[src/rtl/divider.sv]
// Iterative radix-2 restoring divider for the Mini-MIPS execute stage.
// DIV/DIVU write quotient to LO and remainder to HI; MFLO/MFHI read them back on out.
// Optional build macro: DIVIDER_FAST_ZERO_EN -- a zero divisor is detected at accept
// and the forced result is written after a single cycle instead of the full sequence.
module divider #(
  parameter int         BUS_WIDTH = 32,
  parameter logic [2:0] DIV       = 3'b000,
  parameter logic [2:0] DIVU      = 3'b001,
  parameter logic [2:0] MFLO      = 3'b100,
  parameter logic [2:0] MFHI      = 3'b101
) (
  input  logic                 clk,
  input  logic                 rst,
  input  logic [BUS_WIDTH-1:0] in1,
  input  logic [BUS_WIDTH-1:0] in2,
  input  logic [2:0]           div_op,
  input  logic                 start,
  output logic                 busy,
  output logic                 done,
  output logic [BUS_WIDTH-1:0] out
);

  localparam int W  = BUS_WIDTH;
  localparam int CW = $clog2(W);

  typedef enum logic [1:0] {IDLE, RUN, FIX} state_t;

  state_t        state;
  logic [CW-1:0] count;
  logic [W-1:0]  rem;
  logic [W-1:0]  quo;
  logic [W-1:0]  divisor;
  logic [W-1:0]  dividend;
  logic          sign_q;
  logic          sign_r;
  logic          zero;
  logic [W-1:0]  hi;
  logic [W-1:0]  lo;

  logic          accept;
  logic          is_signed;
  logic [W-1:0]  abs1;
  logic [W-1:0]  abs2;
  logic [W:0]    shifted;
  logic          fits;
  logic [W-1:0]  sub;
  logic [W-1:0]  rem_step;
  logic [W-1:0]  quo_step;
  logic [W-1:0]  q_fix;
  logic [W-1:0]  r_fix;

  // Operand conditioning at accept and one restoring step on the current remainder:quotient.
  always_comb begin
    is_signed = (div_op == DIV);
    accept    = start && (state == IDLE) && ((div_op == DIV) || (div_op == DIVU));
    abs1      = (is_signed && in1[W-1]) ? -in1 : in1;
    abs2      = (is_signed && in2[W-1]) ? -in2 : in2;
    shifted   = {rem, quo[W-1]};
    fits      = (shifted >= {1'b0, divisor});
    // When the trial subtraction fits, the true difference is below 2^W, so W bits suffice.
    sub       = shifted[W-1:0] - divisor;
    rem_step  = fits ? sub : shifted[W-1:0];
    quo_step  = {quo[W-2:0], fits};
    q_fix     = sign_q ? -quo : quo;
    r_fix     = sign_r ? -rem : rem;
  end

  // Control FSM, datapath registers and the architectural HI/LO pair.
  always_ff @(posedge clk) begin
    if (rst) begin
      state    <= IDLE;
      count    <= '0;
      rem      <= '0;
      quo      <= '0;
      divisor  <= '0;
      dividend <= '0;
      sign_q   <= 1'b0;
      sign_r   <= 1'b0;
      zero     <= 1'b0;
      hi       <= '0;
      lo       <= '0;
      busy     <= 1'b0;
      done     <= 1'b0;
    end else begin
      done <= 1'b0;
      case (state)
        IDLE: begin
          if (accept) begin
            rem      <= '0;
            quo      <= abs1;
            divisor  <= abs2;
            dividend <= in1;
            sign_q   <= is_signed && (in1[W-1] ^ in2[W-1]);
            sign_r   <= is_signed && in1[W-1];
            zero     <= (in2 == '0);
            count    <= '0;
            busy     <= 1'b1;
`ifdef DIVIDER_FAST_ZERO_EN
            state    <= (in2 == '0) ? FIX : RUN;
`else
            state    <= RUN;
`endif
          end
        end
        RUN: begin
          rem   <= rem_step;
          quo   <= quo_step;
          count <= count + CW'(1);
          if (count == CW'(W - 1)) begin
            state <= FIX;
          end
        end
        FIX: begin
          // A zero divisor is not trapped: HI keeps the raw dividend, LO is all ones.
          if (zero) begin
            lo <= '1;
            hi <= dividend;
          end else begin
            lo <= q_fix;
            hi <= r_fix;
          end
          busy  <= 1'b0;
          done  <= 1'b1;
          state <= IDLE;
        end
        default: state <= IDLE;
      endcase
    end
  end

  // Read-back mux for MFHI/MFLO; every other opcode drives zero.
  always_comb begin
    out = '0;
    if (div_op == MFHI) begin
      out = hi;
    end else if (div_op == MFLO) begin
      out = lo;
    end
  end

endmodule

[config.mk]
export PLATFORM = sky130hd
export DESIGN_NAME = divider
export DESIGN_NICKNAME = d
export VERILOG_FILES = /design/src/rtl/divider.sv
export SDC_FILE = /design/constraint.sdc
export NUM_CORES = 1
export LEC_CHECK = 0
export CAP_MARGIN = 20
export CORE_AREA = 2 2 161 163
export DETAILED_ROUTE_END_ITERATION = 8
export DIE_AREA = 0 0 163 165
export HOLD_SLACK_MARGIN = 0.05
export PLACE_DENSITY = 0.72
export SLEW_MARGIN = 30
export SYNTH_ARGS = -nofsm -noshare
export SYNTH_HDL_FRONTEND = slang
export SYNTH_SLANG_ARGS = --single-unit
[constraint.sdc]
create_clock -name clk -period 3.4 [get_ports clk]
set_input_delay 1.02 -clock clk [delete_from_list [all_inputs] [get_ports clk]]
set_output_delay 1.02 -clock clk [all_outputs]
set_load 0.005 [all_outputs]
# == Word level (Yosys, flattened, before mapping) ==
# Index checks and enable logic that the tools add are counted.
# totals
rom_bits,0
latch_bits,0
reg_bits,204
elab_cells,65
n_memories,0
input_bits,70
ramBits,0
# op_classes
n_reduce_logical,15
n_div,0
n_addsub,6
shifts,0
eq_ne,8
mux,21
mul,0
magnitude_cmp,1
bitwise,1
# op_table
op,count
2-to-1 mux 32 bit,11
negation 32 bit,4
case mux 32 bit (2 select lines),2
greater-or-equal comparator 33 x 32 -> 1 bit,1
logical NOT 32 bit,1
subtractor 32 bit,1
case mux 5 bit (2 select lines),1
AND reduction 2 bit,4
"== test 3 bit, second input constant",2
"adder 5 x 1 -> 5 bit, second input constant",1
"== test 5 bit, second input constant",1
logical AND 1 bit,5
2-to-1 mux 5 bit,1
2-to-1 mux 2 bit,2
"inequality test 2 bit, second input constant",2
case mux 2 bit (2 select lines),1
nonzero test 2 bit,2
"== test 3 x 1 -> 1 bit, second input constant",1
logical NOT 3 bit,1
"== test 2 x 1 -> 1 bit, second input constant",1
"== test 2 bit, second input constant",1
logical NOT 2 bit,1
2-to-1 mux 1 bit,2
case mux 1 bit (2 select lines),1
other kinds (2),2

# == Depth between registers and ports, before layout ==
# depth
depth_word,5
ltp_mapped,13
mapped_depth_nobuf,12

# == Worst setup path before layout ==
# No wires, ideal clock.
# synth_timing
path_kind,input-to-reg
from,input in1[6]
to,register quo[29]
path_stages,8
path_buffers,0
setup_slack_ns,0.070
t_required_ns,3.330
t_arrival_ns,3.260
cell_sequence,or4_1 > or4_1 > nor4_1 > nand2_1 > o31ai_1 > xnor2_1 > nand2_1 > a21oi_1
# synth_between
elab_chain_len,4
# synth_lines
element,line_no,source
"start, declared",14,"input logic [BUS_WIDTH-1:0] in1,"
negation 32 bit,56,abs1 = (is_signed && in1[W-1]) ? -in1 : in1;
2-to-1 mux 32 bit,56,
2-to-1 mux 32 bit,88,if (accept) begin
case mux 32 bit (2 select lines),86,case (state)
"end signal, assigned",90,quo <= abs1;
"end signal, assigned",107,quo <= quo_step;
"end, declared",31,logic [W-1:0] quo;
# Every way passes these cells. The select of a mux whose other input is x is not followed.
# A chain may end at the register's enable or synchronous reset.

# == Final worst setup path ==
# layout_timing
from,register quo[7]
to,register lo[26]
# layout_between
elab_chain_len,3
# layout_lines
element,line_no,source
negation 32 bit,64,q_fix = sign_q ? -quo : quo;
2-to-1 mux 32 bit,64,
2-to-1 mux 32 bit,115,if (zero) begin
"end signal, assigned",119,lo <= q_fix;
"end, declared",38,logic [W-1:0] lo;
# Every way passes these cells.

==> impl_metrics.py <==
metrics = {
    "placement": {
        "dpl.hpwl_um": 27850,
        "gp_congestion": 0.9343,
        "dp_worst_setup_slack_ps": -364.8,
        "io_buffers": 103,
    },
    "sta": {
        "setup_ws_ps": -18.49,
        "rsz0062_at_grt": "false",
        "skew_ps": 30.63,
        "fin_crit_sh": 1.005,
        "timing.fmax_ghz": 0.2925,
        "fin_crit_ps": 3418,
        "max_slew.worst_pin.slew_ps": 698.7,
        "hold_viol_final": 0,
        "slew_viol_final": 0,
        "setup_viol": 1,
        "slew-limit-headroom": 0.5335,
    },
    "finish": {
        "syn2layout_area_growth_pct": 21.95,
        "diodes": 0,
        "final_cell_mix": "235 x nand2_1, 203 x dfxtp_1, 154 x a21oi_1",
        "fin_nets": 1828,
        "nFillCells": 2297,
        "multi_input_area_mm2": 0.007690,
        "layout_commonest_cell": "nand2_1",
        "regArea_mm2": 0.004088,
        "layout-drive-gt1-share": 0.09584,
    },
    "detailed_routing": {
        "finalWirelength_um": 37830,
        "first_iter_violations": 1008,
        "avgRoutedWirePerCell_um": 18.35,
        "vias": 12133,
        "route.detailed.drc": 0,
        "first_pass_iters": 5,
        "antenna_left": 0,
        "viasPerCell": 5.884,
    },
    "yosys": {
        "synthArstFlopShare": 0,
        "yosys.area.top_type": "dfxtp_1",
        "synth_xor_area_frac": 0.09948,
        "synth_fa_ha_area_frac": 0.04020,
        "synth_top_family_by_area": "compound AO/OA/AOI/OAI gates",
        "synthesis.area_mm2": 0.01233,
        "synth.top_cell.area_share": 0.3313,
        "ys_warn_count": 0,
        "synth_edf_count": 0,
        "synthTopCellsByArea": "dfxtp_1 33%, nand2_1 7.2%, a21oi_1 6.3%, xor2_1 5.2%, xnor2_1 4.8%",
        "synth-seq-cells": 204,
        "synth.distinct_cells": 59,
        "avgSynthCellArea_um2": 7.684,
        "yosys.area_share.simple": 0.1904,
        "ys.flop_type": "dfxtp_1",
        "syn_nets": 1713,
        "synthCells": 1604,
        "yosysSeqAreaShare": 0.3313,
        "synth_compound_area_frac": 0.2675,
        "synthMuxAreaShare": 0.02193,
    },
    "grt": {
        "antenna_found_initial": 0,
        "grt_overflow": 0,
        "grt_max_degree": 105,
        "grt_pass1_vias": 11130,
        "grt.total_usage": 0.2798,
        "grt_pass1_wl_um": 60220,
    },
    "die": {
        "die_x_um": 163,
        "die_area_mm2": 0.02690,
        "die_y_um": 165,
        "rows": 58,
        "core_region_area_mm2": 0.02504,
        "start_util": 0.4923,
        "ios": 104,
    },
    "clocking": {
        "clk_latency_ps": 540,
        "numCtsBuffers": 23,
        "root_buffer": "clkbuf_16",
        "cts_hold_buffers": 0,
        "clockBufferDepth": 3,
        "cts_sinks": 204,
        "clk_pin_slew_worst_paths_ps": 70,
        "tritoncts": "built",
        "h-tree-depth": 1,
    },
    "job": {
        "cap_violations": 0,
    },
    "power_and_ir_drop": {
        "peakVddDrop_mv": 0.2991,
        "p_leak_nw": 5.735,
        "power_density_mw_per_mm2": 458.4,
        "power_mw": 6.891,
    },
    "setup_path": {
        "required_ps": 3800,
        "cp-start-kind": "flip-flop",
        "crit_path_end_kind": "flip-flop",
        "r2r_slack_ps": -20,
        "path_max_fanout": 6,
        "crit_path_end": "lo[26]",
        "r2r_start": "quo[7]",
        "critPathLaunch": "quo[7]",
        "crit_type": "flip-flop to flip-flop",
        "reg2reg_to": "lo[26]",
        "critical_path_arrival_ps": 3820,
        "r2r_cells": 8,
    },
    "worst_hold_path": {
        "hold_path_class": "flip-flop to flip-flop",
    },
    "outcome": {
        "status": "complete, but fails checks",
        "failed_checks": "setup timing",
    },
}
==> Yosys cell counts, types with 23 or more instances <==
library cell	instances
nand2_1	235
dfxtp_1	204
a21oi_1	154
nor2_1	137
clkbuf_1	107
o21ai_0	105
xor2_1	73
xnor2_1	67
a211oi_1	64
inv_1	49
ha_1	38
a22o_1	34
a22oi_1	30
nor3_1	30
mux2i_1	27
o31ai_1	25
nand3_1	23
==> metrics by stage <==
stage	utilization	cell area [um2]	hold WS (ps)	std cells	TNS [ps]
floorplan	-	12330	431.1	1604	0
global placement	0.5648	14140	443.4	2016	-11410
detailed placement	0.5648	14140	447.7	2016	-14370
CTS	0.6003	15030	455.5	2062	0
global route	0.6004	15030	467.1	2062	0
finish	0.6004	15030	453.0	2062	-18.49
==> final cells by class <==
type	count	area share
clock inverter	9	0.007492
tap	330	0.02747
timing repair buffer	202	0.1281
multi-input combinational	1239	0.5116
sequential	204	0.2720
clock buffer	29	0.04112
inverter	49	0.01224
==> worst min-delay path by stage <==
stage	end	cells past startpoint	slack (ps)	start
floorplan	dividend[30]	2	430	dividend[30]
global placement	hi[2]	2	440	hi[2]
detailed placement	dividend[10]	2	450	dividend[10]
CTS	dividend[22]	2	460	dividend[22]
global route	hi[2]	2	470	hi[2]
finish	dividend[0]	2	450	dividend[0]
==> power by group <==
part | switching [mW] | internal, mW | total, mW
registers | 0.0753 | 2.46 | 2.53
logic | 1.08 | 0.797 | 1.88
clock network | 1.04 | 1.44 | 2.48
total | 2.19 | 4.70 | 6.89
==> per-layer routing <==
layer  wire length (um)  up-vias  track usage
met5                  0        -            0
met3               2773       64      0.03641
li1                   -     5950            -
met2              17090      416       0.4570
met4                892        0      0.07522
met1              17070     5703       0.3893
==> repair_timing <==
| action | in CTS | in global routing |
|---|---|---|
| gates cloned | 4 | 0 |
| endpoints found under the setup margin | 32 | 4 |
| pin swaps | 5 | 1 |
| gates resized for setup | 44 | 4 |
| setup buffers | 4 | 0 |
| hold endpoints to repair | 0 | 0 |
==> kinds of logic (layout without fill, tap and decap cells) <==
logic type | count (synthesis) | count (layout)
flip-flops | 204 | 204
adder cells (fa/ha/maj) | 39 | 39
buffers and inverters | 161 | 289
AND/OR/NAND/NOR | 525 | 525
AO/OA/AOI/OAI | 508 | 508
XOR/XNOR | 140 | 140
multiplexers | 27 | 27
==> worst max-delay path, cell delays in order, from the launching register on <==
cell	delay, ps
dfxtp_1	390
or4_4	560
or3_4	360
or4_4	460
or4_4	480
nand2b_4	200
o41ai_4	220
xor2_1	450
a211oi_1	140
==> state kept, by name, summed over array words and instances (netlist names), 2 cells and up <==
register / flops
hi: 32
state: 2
lo: 32
rem: 32
dividend: 32
count: 5
quo: 32
divisor: 32
Note: power is estimated with default switching activity, not from simulation.
